File: config.mk
export PLATFORM = sky130hd
export DESIGN_NAME = mem_port_arbiter
export DESIGN_NICKNAME = d
export VERILOG_FILES = /design/src/rtl/mem_arb_pkg.sv /design/src/rtl/mem_arb_pick.sv /design/src/rtl/mem_port_arbiter.sv
export SDC_FILE = /design/constraint.sdc
export NUM_CORES = 1
export LEC_CHECK = 0
export BUFFER_PORTS_ARGS = -buffer_cell sky130_fd_sc_hd__buf_2
export CORE_ASPECT_RATIO = 1.2
export CORE_MARGIN = 5
export CORE_UTILIZATION = 30
export DETAILED_ROUTE_END_ITERATION = 16
export PLACE_DENSITY_LB_ADDON = 0.25
export SLEW_MARGIN = 20
export SYNTH_ARGS = -nofsm -noshare
export SYNTH_HDL_FRONTEND = slang
export SYNTH_SLANG_ARGS = --single-unit
File: constraint.sdc
create_clock -name clk -period 5 [get_ports clk]
set_input_delay 0.75 -clock clk [delete_from_list [all_inputs] [get_ports clk]]
set_output_delay 0.75 -clock clk [all_outputs]
set_load 0.01 [all_outputs]
File: src/rtl/mem_arb_pkg.sv
// Shared types and constants for the unified memory port arbiter.
// Imported by the arbiter top and its winner-select helper.
package mem_arb_pkg;

  typedef enum logic [1:0] {
    IDLE,
    REQ,
    RESP,
    DONE
  } state_e;

  localparam logic OWN_I = 1'b0;
  localparam logic OWN_D = 1'b1;

  localparam int unsigned MAX_D_STREAK_DEF = 4;

endpackage

File: src/rtl/mem_arb_pick.sv
// Combinational winner select between fetch and load/store.
// Load/store wins unless its streak has starved a pending fetch.
module mem_arb_pick
  import mem_arb_pkg::*;
#(
  parameter int unsigned MAX_D_STREAK = MAX_D_STREAK_DEF
) (
  input  logic       i_req,
  input  logic       d_req,
  input  logic [3:0] d_streak,
  output logic       sel_valid,
  output logic       sel_d
);

  localparam logic [3:0] LIMIT = 4'(MAX_D_STREAK);

  assign sel_valid = i_req | d_req;

  always_comb begin
    sel_d = 1'b0;
    unique case (1'b1)
      (d_req && !i_req): sel_d = 1'b1;
      (i_req && !d_req): sel_d = 1'b0;
      (i_req && d_req):  sel_d = (d_streak < LIMIT);
      default:           sel_d = 1'b0;
    endcase
  end

endmodule

File: src/rtl/mem_port_arbiter.sv
// Shares one memory port between fetch (I) and load/store (D).
// One outstanding req/gnt/rvalid transaction at a time.
module mem_port_arbiter
  import mem_arb_pkg::*;
#(
  parameter int unsigned AW           = 32,
  parameter int unsigned DW           = 32,
  parameter int unsigned MAX_D_STREAK = MAX_D_STREAK_DEF
) (
  input  logic            clk,
  input  logic            reset,
  input  logic            i_req,
  input  logic [AW-1:0]   i_addr,
  output logic            i_done,
  output logic [DW-1:0]   i_rdata,
  input  logic            d_req,
  input  logic            d_we,
  input  logic [AW-1:0]   d_addr,
  input  logic [DW-1:0]   d_wdata,
  input  logic [DW/8-1:0] d_be,
  output logic            d_done,
  output logic [DW-1:0]   d_rdata,
  output logic            mem_req,
  output logic            mem_we,
  output logic [AW-1:0]   mem_addr,
  output logic [DW-1:0]   mem_wdata,
  output logic [DW/8-1:0] mem_be,
  input  logic            mem_gnt,
  input  logic            mem_rvalid,
  input  logic [DW-1:0]   mem_rdata,
  output logic            busy,
  output logic            owner
);

  localparam int unsigned BW = DW / 8;

  state_e          state_q, state_d;
  logic [3:0]      d_streak_q, d_streak_d;
  logic            owner_q;
  logic            mem_we_q;
  logic [AW-1:0]   mem_addr_q;
  logic [DW-1:0]   mem_wdata_q;
  logic [BW-1:0]   mem_be_q;
  logic [DW-1:0]   i_rdata_q;
  logic [DW-1:0]   d_rdata_q;
  logic            sel_valid;
  logic            sel_d;
  logic            latch;
  logic            capture;

  mem_arb_pick #(
    .MAX_D_STREAK(MAX_D_STREAK)
  ) u_pick (
    .i_req    (i_req),
    .d_req    (d_req),
    .d_streak (d_streak_q),
    .sel_valid(sel_valid),
    .sel_d    (sel_d)
  );

  always_comb begin
    state_d    = state_q;
    d_streak_d = d_streak_q;
    latch      = 1'b0;
    capture    = 1'b0;
    unique case (state_q)
      IDLE: begin
        if (sel_valid) begin
          latch   = 1'b1;
          state_d = REQ;
          // Only a D win that bypasses a waiting fetch counts.
          if (sel_d && i_req) begin
            if (d_streak_q != 4'hF) begin
              d_streak_d = d_streak_q + 4'd1;
            end
          end else begin
            d_streak_d = '0;
          end
        end
      end
      REQ: begin
        if (mem_gnt) state_d = RESP;
      end
      RESP: begin
        if (mem_rvalid) begin
          capture = 1'b1;
          state_d = DONE;
        end
      end
      DONE: state_d = IDLE;
      default: state_d = IDLE;
    endcase
  end

  always_ff @(posedge clk or negedge reset) begin
    if (!reset) begin
      state_q     <= IDLE;
      d_streak_q  <= '0;
      owner_q     <= OWN_I;
      mem_we_q    <= 1'b0;
      mem_addr_q  <= '0;
      mem_wdata_q <= '0;
      mem_be_q    <= '0;
      i_rdata_q   <= '0;
      d_rdata_q   <= '0;
    end else begin
      state_q    <= state_d;
      d_streak_q <= d_streak_d;
      if (latch) begin
        if (sel_d) begin
          owner_q     <= OWN_D;
          mem_we_q    <= d_we;
          mem_addr_q  <= d_addr;
          mem_wdata_q <= d_wdata;
          mem_be_q    <= d_be;
        end else begin
          owner_q     <= OWN_I;
          mem_we_q    <= 1'b0;
          mem_addr_q  <= i_addr;
          mem_wdata_q <= '0;
          mem_be_q    <= {BW{1'b1}};
        end
      end
      if (capture) begin
        if (owner_q == OWN_D) d_rdata_q <= mem_rdata;
        else                  i_rdata_q <= mem_rdata;
      end
    end
  end

  assign mem_req   = (state_q == REQ);
  assign busy      = (state_q != IDLE);
  assign i_done    = (state_q == DONE) && (owner_q == OWN_I);
  assign d_done    = (state_q == DONE) && (owner_q == OWN_D);
  assign owner     = owner_q;
  assign mem_we    = mem_we_q;
  assign mem_addr  = mem_addr_q;
  assign mem_wdata = mem_wdata_q;
  assign mem_be    = mem_be_q;
  assign i_rdata   = i_rdata_q;
  assign d_rdata   = d_rdata_q;

endmodule

==> results of run 1 <==
## flip-flops by register name, summed over array words and instances, names as in the netlist
signal,cells
d_rdata,32
d_streak_q,4
i_rdata,32
mem_addr,32
mem_be,4
mem_wdata,32
mem_we,1
owner,1
state_q,2
## worst max-delay path, stage by stage, from the launching register on
cell,delay (ps)
dfrtp_1,410
inv_1,100
ha_1,740
buf_4,380
inv_1,60
buf_2,140
## final timing paths
path                                endpoint  slack, ps  cells after the start
worst min register to register   mem_addr[6]        490                      2
max in group asynchronous        d_rdata[22]       3350                      2
worst max-delay path                    busy       2020                      5
min in group clk                 mem_addr[6]        490                      2
worst min-delay path             i_rdata[29]        390                      1
worst max register to register  mem_wdata[1]       2530                      5
## layer usage
metal	global-route usage (%)	routed length, um
met5	0	0
met4	5.59	267
met1	18.3	6830
met2	24.7	8150
met3	4.36	1370
## cells by family after synthesis
kind of cell / after synthesis / synth area share (%)
compound gates: 76 / 11.8
fa+ha+maj: 5 / 1.09
buf+inv: 40 / 3.85
flops: 140 / 61.2
mux: 66 / 13.0
simple gates: 110 / 9.03
## power breakdown
part | switching [mW] | internal, mW | leakage (nW)
sequential | 0.288 | 1.67 | 1.71
combinational | 1.05 | 0.938 | 1.93
clock | 0.491 | 0.947 | 0.335
total | 1.83 | 3.56 | 3.97
## area by class of cell
cell class,instances,area (um2),share of cell area (%)
clock inverters,11,203,2.54
repair buffers,283,1440,18.1
inverters,4,15.0,0.188
flip-flops and latches,140,3500,44.0
clock buffers,21,480,6.03
multi-input cells,257,2010,25.2
well taps,256,320,4.02
## through the flow
step                      utilization [%]  hold WS [ps]
after global routing                 42.4           450
final                                42.4           393
after floorplan                         -           454
after global placement               38.8           472
after detailed placement             38.8           466
after CTS                            42.4           420
## cell usage in the layout, fill, tap and decap left out, types with 3 or more instances in the layout
master,synthesis,final
a22o_1,35,35
and2_1,3,3
buf_2,17,275
buf_4,1,7
bufinv_16,0,5
clkbuf_16,0,17
clkbuf_8,0,4
clkinv_4,0,3
dfrtp_1,140,140
ha_1,5,5
inv_1,4,4
inv_6,0,3
mux2_2,66,66
nand2_1,66,66
nand3_1,3,3
nand4_1,32,32
o211ai_1,22,22
o211ai_2,10,10
o22a_1,4,4
==> flow_summary.toml, run 1 <==
[routing]
drt-total-wl_um = 16600
drtIter0Drc = 175
ant_nets = 0
vias = 4596
viasPerCell = 4.73
drt-pass1-iter-count = 4
wl_per_cell_um = 17.1
drc = 0

[logic_synthesis]
synth_nets = 581
synth.most_common_cell = "dfrtp_1"
synth_common_cells = "140 x dfrtp_1, 66 x mux2_2, 66 x nand2_1, 35 x a22o_1, 32 x nand4_1"
synth_area_um2 = 5720
synthTopCellsByArea = "dfrtp_1 61%, mux2_2 13%, a22o_1 5.4%"
async_flop_share_pct = 100
synth_ff_type = "dfrtp_1"
ys_seq_elements = 140
ys_types = 25
netlist_instances = 437
synth_area_leader_cell = "dfrtp_1"
ys_warn_count = 0
yosysTopAreaCellShare_pct = 61.2
syn_avg_cell_area_um2 = 13.1
synth_edf_count = 0
ys_seq_area_share_pct = 61.2

[sta]
rsz0062_at_grt = "false"
timing.fmax_mhz = 335
setup_viol = 0
post-route-min-period_ps = 2980
final_max_slew_viol_count = 0
final-hold-violation-count = 0
relSlewSlack_pct = 41.2
fin_ws_ps = 2020
period_share_pct = 59.7
setup_tns_ps = 0
tightest_slew_ps = 882
finClkSkew_ps = 10.2

[clock_network]
clock_sinks = 140
cts_setup_buffers = 0
cts.htree.levels = 4
cts.repair.resized = 0
cts_root_buffer = "clkbuf_16"
clk_pin_slew_ps = 60
worst_skew_pair.late_latency_ps = 410
cts_buffers = 17
cts_hold_buf = 0
clk_path_buf_depth = 2
cts_tree = "yes"

[placement]
gp_routability_congestion = 0.790
dp_slack_ps = 2350
place_area_um2 = 7290
io_buffer_count = 276
dp_hpwl_um = 11900
place_inst = 940

[global_route]
grt_max_degree = 88
grt_pass1_vias = 5012
grt_pass1_wl_um = 26100
track_usage_pct = 14.9
gr-total-overflow = 0
antenna_found_initial = 0

[cells_and_area]
fin_nets = 847
synthToLayoutAreaGrowth_pct = 39.3
design_area_um2 = 7970
diodes = 0
instances_no_fill = 972
drive_gt1_share_pct = 55.2
fill_cells = 1810

[floorplanning]
core_area_um2 = 18800
io_pins = 277
die_area_um2 = 21900
die_w_um = 136
initial_core_util_pct = 30.5
rows = 55
chipHeight_um = 161

[min_path]
hold_path.class = "input pin to asynchronous set/reset pin"

[worst_setup_path]
crit_fanout = 22
reg2reg_from = "state_q[0]"
startpoint = "state_q[0]"
crit_required_ps = 4250
cp.arrival_ps = 2230
setup.worst_path.end_class = "primary output"
startpoint_type = "flop"
path_class = "flop to primary output"

[power_and_ir_drop]
vdd_drop_max_uv = 250
powerDensity_nw_per_um2 = 675
fin_total_pwr_mw = 5.38
power_leakage_nw = 3.97

[outcome]
outcome = "finished, final reports clean"

[job]
cap_viol_max_count = 0
Note: power is estimated with default switching activity, not from simulation.
==> inputs of run 2 (changes only) <==
Settings changed: ABC_AREA set to 1.
Clock period 5 ns to 2.79 ns, I/O delays scaled along.
==> run 2 against run 1 <==
Synthesized area grew 6.1%; sequential cell count stayed put; die area grew 5.7%; setup slack got worse by 1200 ps; clock skew is 3.0 ps lower; critical path depth increased by 1; register-to-register slack got worse by 1700 ps; critical endpoint is now i_rdata[3]; via count rose by 20%; routed wire length increased by 7.9%; power is 66% higher; core utilization is 0.85 points lower.
==> flow_summary.toml, run 2 <==
[outcome]
outcome = "finished, final reports clean"

[sta]
relSlewSlack_pct = 62.7
tightest_slew_ps = 559
setup_tns_ps = 0
final-hold-violation-count = 0
post-route-min-period_ps = 1940
timing.fmax_mhz = 515
setup_viol = 0
period_share_pct = 69.6
whs_ps = 215
final_max_slew_viol_count = 0
rsz0062_at_grt = "false"
finClkSkew_ps = 7.26

[routing]
vias = 5512
ant_nets = 0
wl_per_cell_um = 14.1
drt-pass1-iter-count = 4
drc = 0
viasPerCell = 4.32
drt-total-wl_um = 17900
drtIter0Drc = 254

[global_route]
grt_pass1_wl_um = 28700
track_usage_pct = 15.2
grt_max_degree = 53
gr-total-overflow = 0
grt_pass1_vias = 5541
antenna_found_initial = 2

[clock_network]
cts_root_buffer = "clkbuf_16"
worst_skew_pair.late_latency_ps = 420
cts_tree = "yes"
clock_sinks = 140
cts_buffers = 17
clk_path_buf_depth = 2
clk_pin_slew_ps = 60
cts_setup_buffers = 0
cts.htree.levels = 4

[floorplanning]
die_area_um2 = 23200
io_pins = 277
die_w_um = 140
chipHeight_um = 166
rows = 57
initial_core_util_pct = 30.2
core_area_um2 = 20100

[power_and_ir_drop]
powerDensity_nw_per_um2 = 1070
vdd_drop_max_uv = 406
power_leakage_nw = 4.93

[worst_setup_path]
cp_cell_sequence = "inv_1, ha_1, nand3_2, buf_4, nand2_1, o21ai_0"
cp_slowest_cell = "nand3_2"
cp_top_family = "simple AND/OR/NAND/NOR gates"
crit_fanout = 34
path_buf_inv = 2
cp.arrival_ps = 2230
crit_required_ps = 3080
path_class = "flop to flop"
setup.worst_path.end_class = "flop"
cpPeakStageDelay_ps = 480
startpoint_type = "flop"

[job]
cap_viol_max_count = 0

[placement]
dp_hpwl_um = 13200
gp_routability_congestion = 0.791
io_buffer_count = 276

[cells_and_area]
most-common-layout-cells = "275 x buf_2, 174 x nand2_1, 141 x inv_1, 140 x dfrtp_1, 99 x nand3_1"
synthToLayoutAreaGrowth_pct = 37.7
fin_nets = 1141
drive_gt1_share_pct = 32.7
final_common_cell = "buf_2"

[logic_synthesis]
ys_types = 17
netlist_instances = 727
ys_warn_count = 0
synth_area_um2 = 6070
synth_nets = 871
async_flop_share_pct = 100
ys_seq_area_share_pct = 57.7
synth_edf_count = 0
synth_ff_type = "dfrtp_1"
syn_avg_cell_area_um2 = 8.35
synth_area_leader_cell = "dfrtp_1"
synth.most_common_cell = "nand2_1"
synth_common_cells = "174 x nand2_1, 141 x inv_1, 140 x dfrtp_1, 102 x nand3_1, 67 x o21ai_0"
synthTopCellsByArea = "dfrtp_1 58%, nand2_1 11%, inv_1 8.7%"
yosysTopAreaCellShare_pct = 57.7
ys_seq_elements = 140

[min_path]
hold_path.class = "input pin to flop"
[run 2: worst reg2reg max path, stage by stage, from the launching register on]
cell     delay [ps]
dfrtp_1         410
inv_1            90
ha_1            250
nand3_2         480
buf_4           430
nand2_1          90
o21ai_0          70
[run 2: final timing paths]
check	startpoint	to	slack [ps]	depth (start not counted)
setup / recovery	state_q[0]	i_rdata[3]	850	6
hold / removal	d_be[0]	mem_be[0]	210	3
setup reg to reg	state_q[0]	i_rdata[3]	850	6
hold reg to reg	mem_addr[2]	mem_addr[2]	480	2
max in group asynchronous	reset	mem_wdata[20]	1560	3
min in group asynchronous	reset	d_rdata[1]	500	2
[run 2: what timing repair did]
action | CTS | global route
endpoints found under the hold margin | 47 | 0
resized for setup | 0 | 0
hold buffers | 1 | 0
[run 2: kinds of logic (layout without fill, tap and decap cells)]
| logic type | after synthesis | in the layout | share of synthesized area (%) |
|---|---|---|---|
| AO/OA/AOI/OAI | 104 | 104 | 8.82 |
| adder cells (fa/ha/maj) | 5 | 5 | 1.03 |
| buffers and inverters | 184 | 467 | 12.1 |
| flip-flops | 140 | 140 | 57.7 |
| other | 0 | 1 | 0 |
| AND/OR/NAND/NOR | 294 | 294 | 20.3 |
[run 2: final cells by class]
type	count	area, um2
Antenna cell	1	2.50
Clock buffer	18	439
Timing Repair Buffer	291	1520
Tap cell	265	332
Fill cell	2059	11800
Inverter	144	541
Multi-Input combinational cell	403	1850
Sequential cell	140	3500
Clock inverter	14	183
[run 2: metal layers]
layer,GRT usage (%),up-vias,wire [um]
li1,-,2778,-
met2,24.3,210,8260
met1,18.4,2492,7540
met4,5.44,2,436
met5,0,-,13
met3,6.37,30,1680
[run 2: where the power goes]
part           switching (mW)  total [mW]  internal (mW)
Sequential              0.478        3.41           2.93
Combinational            1.93        3.17           1.25
Clock                   0.926        2.38           1.45
Total                    3.33        8.96           5.63
[run 2: metrics by stage]
step / cells / worst slack (ps) / util (%) / cell area [um2] / total power [mW]
floorplan: 727 / 1390 / - / 6070 / 5.17
global placement: 1242 / 863 / 38.4 / 7730 / 6.64
detailed placement: 1242 / 821 / 38.4 / 7730 / 6.69
CTS: 1275 / 812 / 41.6 / 8360 / 9.14
global route: 1276 / 557 / 41.6 / 8360 / 9.67
finish: 1276 / 848 / 41.6 / 8360 / 8.96
